===== config.mk =====
export PLATFORM = sky130hd
export DESIGN_NAME = b1_bist_ctrl
export DESIGN_NICKNAME = d
export VERILOG_FILES = /design/src/rtl/b1_bist_pkg.sv /design/src/rtl/b1_golden_ref.sv /design/src/rtl/b1_bist_ctrl.sv
export SDC_FILE = /design/constraint.sdc
export NUM_CORES = 1
export LEC_CHECK = 0
export CAP_MARGIN = 20
export CORE_MARGIN = 2
export CORE_UTILIZATION = 54
export CTS_CLUSTER_SIZE = 14
export DETAILED_ROUTE_END_ITERATION = 8
export GPL_ROUTABILITY_DRIVEN = 0
export PLACE_DENSITY = 0.93
export SYNTH_ARGS = -nofsm -noshare
export SYNTH_HDL_FRONTEND = slang
export SYNTH_SLANG_ARGS = --single-unit

===== constraint.sdc =====
create_clock -name clk -period 3.8 [get_ports clk]
set_clock_uncertainty 0.2 [all_clocks]
set_input_delay 0.95 -clock clk [delete_from_list [all_inputs] [get_ports clk]]
set_output_delay 0.95 -clock clk [all_outputs]
set_load 0.005 [all_outputs]

===== src/rtl/b1_bist_pkg.sv =====
// Shared types and the reference behaviour of the b1 cell.
// Contents: state_t (IDLE/RUN/DONE), RESP_W, NPAT, and b1_ref(), which maps
// a pattern {a,b,c} to the expected response {pd,pe,pf,pg}.
package b1_bist_pkg;

   typedef enum logic [1:0] {
      IDLE = 2'd0,
      RUN  = 2'd1,
      DONE = 2'd2
   } state_t;

   localparam int RESP_W = 4;
   localparam int NPAT   = 8;

   function automatic logic [RESP_W-1:0] b1_ref(input logic [2:0] pat);
      logic a;
      logic b;
      logic c;
      a = pat[2];
      b = pat[1];
      c = pat[0];
      return {c, a ^ b, (~a & ~b & c) | (a & b & ~c), ~c};
   endfunction

endpackage


===== src/rtl/b1_golden_ref.sv =====
// Golden response model for the b1 cell. This is a combinational wrapper
// over b1_ref(), compiled only when B1_BIST_LOCAL_REF_EN is defined.
// Ports:
//   i_pattern  in  3  pattern {a,b,c}
//   o_resp     out 4  expected {pd,pe,pf,pg}
`ifdef B1_BIST_LOCAL_REF_EN
module b1_golden_ref
   import b1_bist_pkg::*;
(
   input  logic [2:0]        i_pattern,
   output logic [RESP_W-1:0] o_resp
);

   assign o_resp = b1_ref(i_pattern);

endmodule
`endif


===== src/rtl/b1_bist_ctrl.sv =====
// BIST sequencer for the b1 logic cell. It walks all 8 input patterns for
// ROUNDS passes and compacts the responses into a MISR. At the end it
// reports the signature and a pass/fail result against GOLDEN.
// Ports:
//   clk, rst              clock and synchronous active-high reset
//   start, abort          test request and cancel
//   cut_a/b/c             pattern driven into the cell
//   cut_d/e/f/g           cell response
//   busy, done            RUN indicator and 1-cycle completion pulse
//   sig, pass             last completed signature and its verdict
//   mismatch, fail_idx    only with B1_BIST_LOCAL_REF_EN: per-cycle compare
//                         against b1_golden_ref
//
// state | meaning
// IDLE  | waiting for start; CUT inputs held at 000
// RUN   | one pattern applied and captured per cycle
// DONE  | single-cycle completion; done=1, sig/pass just updated
module b1_bist_ctrl #(
   parameter int          ROUNDS = 1,
   parameter int          MISR_W = 16,
   parameter logic [15:0] POLY   = 16'h8016,
   parameter logic [15:0] SEED   = 16'hFFFF,
   parameter logic [15:0] GOLDEN = 16'h0000
) (
   input  logic              clk,
   input  logic              rst,
   input  logic              start,
   input  logic              abort,
   output logic              cut_a,
   output logic              cut_b,
   output logic              cut_c,
   input  logic              cut_d,
   input  logic              cut_e,
   input  logic              cut_f,
   input  logic              cut_g,
   output logic              busy,
   output logic              done,
   output logic [MISR_W-1:0] sig,
   output logic              pass
`ifdef B1_BIST_LOCAL_REF_EN
   ,
   output logic              mismatch,
   output logic [2:0]        fail_idx
`endif
);

   import b1_bist_pkg::*;

   localparam int RW = (ROUNDS > 1) ? $clog2(ROUNDS) : 1;
   localparam logic [RW-1:0] LAST_ROUND = RW'(ROUNDS - 1);

   state_t              r_state;
   state_t              w_state_next;
   logic [2:0]          r_pattern;
   logic [RW-1:0]       r_round;
   logic [MISR_W-1:0]   r_misr;
   logic [MISR_W-1:0]   r_sig;
   logic                r_pass;
   logic [RESP_W-1:0]   w_resp;
   logic [MISR_W-1:0]   w_misr_next;
   logic                w_last;
   logic                w_enter_run;
   logic                w_step;
   logic                w_pass_next;

   assign w_resp      = {cut_d, cut_e, cut_f, cut_g};
   assign w_misr_next = {r_misr[MISR_W-2:0], 1'b0}
                      ^ (r_misr[MISR_W-1] ? POLY[MISR_W-1:0] : {MISR_W{1'b0}})
                      ^ MISR_W'(w_resp);
   assign w_last      = (r_pattern == 3'd7) && (r_round == LAST_ROUND);
   assign w_enter_run = (r_state == IDLE) && start;
   // A capture happens on every RUN cycle unless that cycle is being aborted.
   assign w_step      = (r_state == RUN) && !abort;

   always_ff @(posedge clk) begin
      if (rst) r_state <= IDLE;
      else     r_state <= w_state_next;
   end

   always_comb begin
      w_state_next = r_state;
      case (r_state)
         IDLE:    if (start) w_state_next = RUN;
         RUN: begin
            if (abort)       w_state_next = IDLE;
            else if (w_last) w_state_next = DONE;
         end
         DONE:    w_state_next = IDLE;
         default: w_state_next = IDLE;
      endcase
   end

   always_ff @(posedge clk) begin
      if (rst) begin
         r_pattern <= 3'd0;
         r_round   <= '0;
         r_misr    <= SEED[MISR_W-1:0];
         r_sig     <= '0;
         r_pass    <= 1'b0;
      end else if (w_enter_run) begin
         r_pattern <= 3'd0;
         r_round   <= '0;
         r_misr    <= SEED[MISR_W-1:0];
      end else if (w_step) begin
         r_pattern <= r_pattern + 3'd1;
         if (r_pattern == 3'd7) r_round <= r_round + RW'(1);
         r_misr <= w_misr_next;
         if (w_last) begin
            r_sig  <= w_misr_next;
            r_pass <= w_pass_next;
         end
      end
   end

`ifdef B1_BIST_LOCAL_REF_EN
   logic [RESP_W-1:0] w_ref;
   logic              w_diff;
   logic              r_mismatch;
   logic [2:0]        r_fail_idx;

   b1_golden_ref u_ref (
      .i_pattern (r_pattern),
      .o_resp    (w_ref)
   );

   assign w_diff = (w_ref != w_resp);
   // Include this cycle's compare so that a fault on the final pattern still fails.
   assign w_pass_next = (w_misr_next == GOLDEN[MISR_W-1:0]) && !(r_mismatch || w_diff);

   always_ff @(posedge clk) begin
      if (rst) begin
         r_mismatch <= 1'b0;
         r_fail_idx <= 3'd0;
      end else if (w_enter_run) begin
         r_mismatch <= 1'b0;
         r_fail_idx <= 3'd0;
      end else if (w_step && w_diff && !r_mismatch) begin
         r_mismatch <= 1'b1;
         r_fail_idx <= r_pattern;
      end
   end

   assign mismatch = r_mismatch;
   assign fail_idx = r_fail_idx;
`else
   assign w_pass_next = (w_misr_next == GOLDEN[MISR_W-1:0]);
`endif

   assign busy                  = (r_state == RUN);
   assign done                  = (r_state == DONE);
   assign {cut_a, cut_b, cut_c} = busy ? r_pattern : 3'b000;
   assign sig                   = r_sig;
   assign pass                  = r_pass;

endmodule


==> out/metrics.cfg <==
[outcome]
outcome=complete, no violations

[die]
die_area_mm2=0.00332
die_width_um=57.6
placementRows=19
io_pins=30
start_util_pct=56.8
fp.coreArea_mm2=0.00273
die_y_um=57.6

[critical_path]
startpoint_type=register
cp-startpoint=r_state[0]
slowest_stage=clkdlybuf4s50_1
end_kind=primary output
criticalPathCategory=reg -> out
reg2reg_from=r_pattern[0]
crit_family=buffers and inverters
r2r_cells=6
critPathMaxFanout=5
critPathArrivalTime_ps=1690
crit_buf_inv=1
reg2reg_to=sig[1]
worstPathRequired_ps=2650
r2r_slack_ps=1610
max_stage_delay_ps=490
endpoint=cut_b
path_depth=3
crit_chain=nor2b_1 > and2_1 > clkdlybuf4s50_1

[global_route]
grt_pass1_wl_mm=5.35
grt_pass1_vias=1267
grt_use_total_pct=20.8
antenna_found_initial=0
grt-ovfl-total=0
grt_max_degree=23

[place]
hpwl_mm=2.19
port_buffers=29
place_ws_ps=872
dp.cells=237

[sta]
timing.final.crit_share_pct=74.7
min_period_ps=2840
finalWorstSetupSlack_ps=962
maxSlewViolCount=0
maxSlewHeadroom_pct=46.7
hold_viol=0
setup_tns_ps=0
rsz0062_at_grt=no
tightest_slew_ps=799
setup_viol=0
max_freq_mhz=352

[yosys]
ys_warn_count=0
synth_area_leader_cell=dfxtp_1
ys_async_sr_fraction_pct=0
netlist_instances=185
synth-seq-cells=39
synth_area_leaders=dfxtp_1 (50%), nand2_1 (13%), a21oi_1 (5.2%)
seq_area_frac_synth_pct=50.2
syn_area_mm2=0.00155
synth.avg_cell_area_um2=8.40
synth_edf_count=0
synth.top_cell.area_share_pct=50.2
synth_top_flop_cell=dfxtp_1
synth_nets=195
synth_cell_types=29

[clock_network]
cts_tree=yes
cts-root-buf=clkbuf_4
cts.htree.levels=2
post_cts_resized=0
cts_setup_buffers=0
cts-hold-fix-buffers=0
worstSkewPairLatency_ps=350
cts_buffers=5
clockBufferDepth=2
clk_pin_slew_ps=110
clock-sinks=39

[pwr]
power_density_mw_per_mm2=360
total_power_mw=0.683
leakage_nw=0.722
ir_worst_vdd_mv=0.300

[final_layout]
n_antenna_cell=0
syn_to_final_growth_pct=22.1
fin_nets=223
layout-drive-gt1-share_pct=4.67
final_cells=245
nFillCells=217

[routing]
drtPass1Iterations=4
ant_nets=0
drc_errors=0
wire_per_inst_um=13.0
num_vias=1361
finalWirelength_mm=3.19
via_per_inst=5.56
drtIter0Drc=47

[worst_hold_path]
hp-class=reg -> reg

[flow_run]
drv_cap=0

==> layer usage <==
layer	vias up	global-route usage (%)	share of wire, %
met5	-	0	0
met2	42	35.9	49
li1	672	-	-
met4	0	11.0	2.4
met3	9	5.80	5.7
met1	638	23.3	43
==> synthesized netlist by cell type, types with 2 or more instances <==
library cell and instances:
nor4_1 2, dfxtp_1 39, clkbuf_1 6, o211ai_1 4
xnor2_1 6, nand2_1 55, mux2i_1 3, a21oi_1 16
a211oi_1 3, ha_1 2, nor3_1 4, and2_1 4
nand3_1 12, xor2_1 2, buf_6 2, nor2_1 7
inv_1 2, nor2b_1 5
==> placed cells by master, fill, tap and decap left out, drive strengths merged <==
cell type       n
and2            4
nand4           1
nor2            7
and3            1
o41ai           1
clkbuf          6
nor3            4
nand2          55
a31oi           1
nand3b          1
buf             2
o21ai           1
a211oi          3
ha              2
clkinv          1
clkinvlp        1
a21o            1
mux2i           3
inv             2
nand3          12
nand2b          1
nor2b           5
xnor2           6
nor3b           1
clkdlybuf4s50  29
nor4            2
dfxtp          39
xor2            2
a21oi          16
o211ai          4
==> cell type report <==
cell class                 count  area (µm²)  area share, %
multi-input combinational    134         712           37.5
clock inverter                 2        12.5          0.659
timing repair buffer          31         305           16.1
clock buffer                   6        41.3           2.18
sequential                    39         781           41.1
inverter                       2        7.51          0.396
tap                           31        38.8           2.04
==> worst min path at each step <==
| stage | end | cells after the start | startpoint |
|---|---|---|---|
| after floorplan | r_round | 2 | r_round |
| after global placement | sig[6] | 2 | sig[6] |
| after detailed placement | sig[10] | 2 | sig[10] |
| after CTS | sig[10] | 2 | sig[10] |
| after global routing | sig[13] | 2 | sig[13] |
| final | sig[10] | 2 | sig[10] |
==> logic make-up (layout without fill, tap and decap cells) <==
kind of cell | after synthesis | in the layout | share of synthesized area [%]
buf+inv | 12 | 41 | 3.94
compound gates | 27 | 27 | 10.3
flops | 39 | 39 | 50.2
fa+ha+maj | 2 | 2 | 1.61
xor+xnor | 8 | 8 | 4.51
mux | 3 | 3 | 1.93
simple gates | 94 | 94 | 27.5
==> worst reg2reg max path: stages (launching register included) <==
cell and delay (ps):
dfxtp_1 380, ha_1 170, ha_1 150, nor2b_1 220, and2_1 600, mux2i_1 250
nor2b_1 140
==> per-stage QoR <==
step	hold slack, ps	utilization, %	cell area (µm²)
after floorplan	237	-	1550
after global placement	242	67.5	1840
after detailed placement	247	67.5	1840
after CTS	263	69.4	1900
after global routing	290	69.4	1900
final	259	69.4	1900
==> flip-flops by register name, indices dropped and copies added, names as in the netlist <==
signal     cells
sig           16
r_misr        16
r_round        1
r_state        2
pass           1
r_pattern      3
==> power breakdown <==
part | internal (mW) | leakage [nW] | switching (mW) | total [mW]
combinational | 0.0245 | 0.377 | 0.0302 | 0.0547
clock | 0.0713 | 0.0282 | 0.132 | 0.204
sequential | 0.416 | 0.316 | 0.00828 | 0.424
Note: power is estimated with default switching activity, not from simulation.
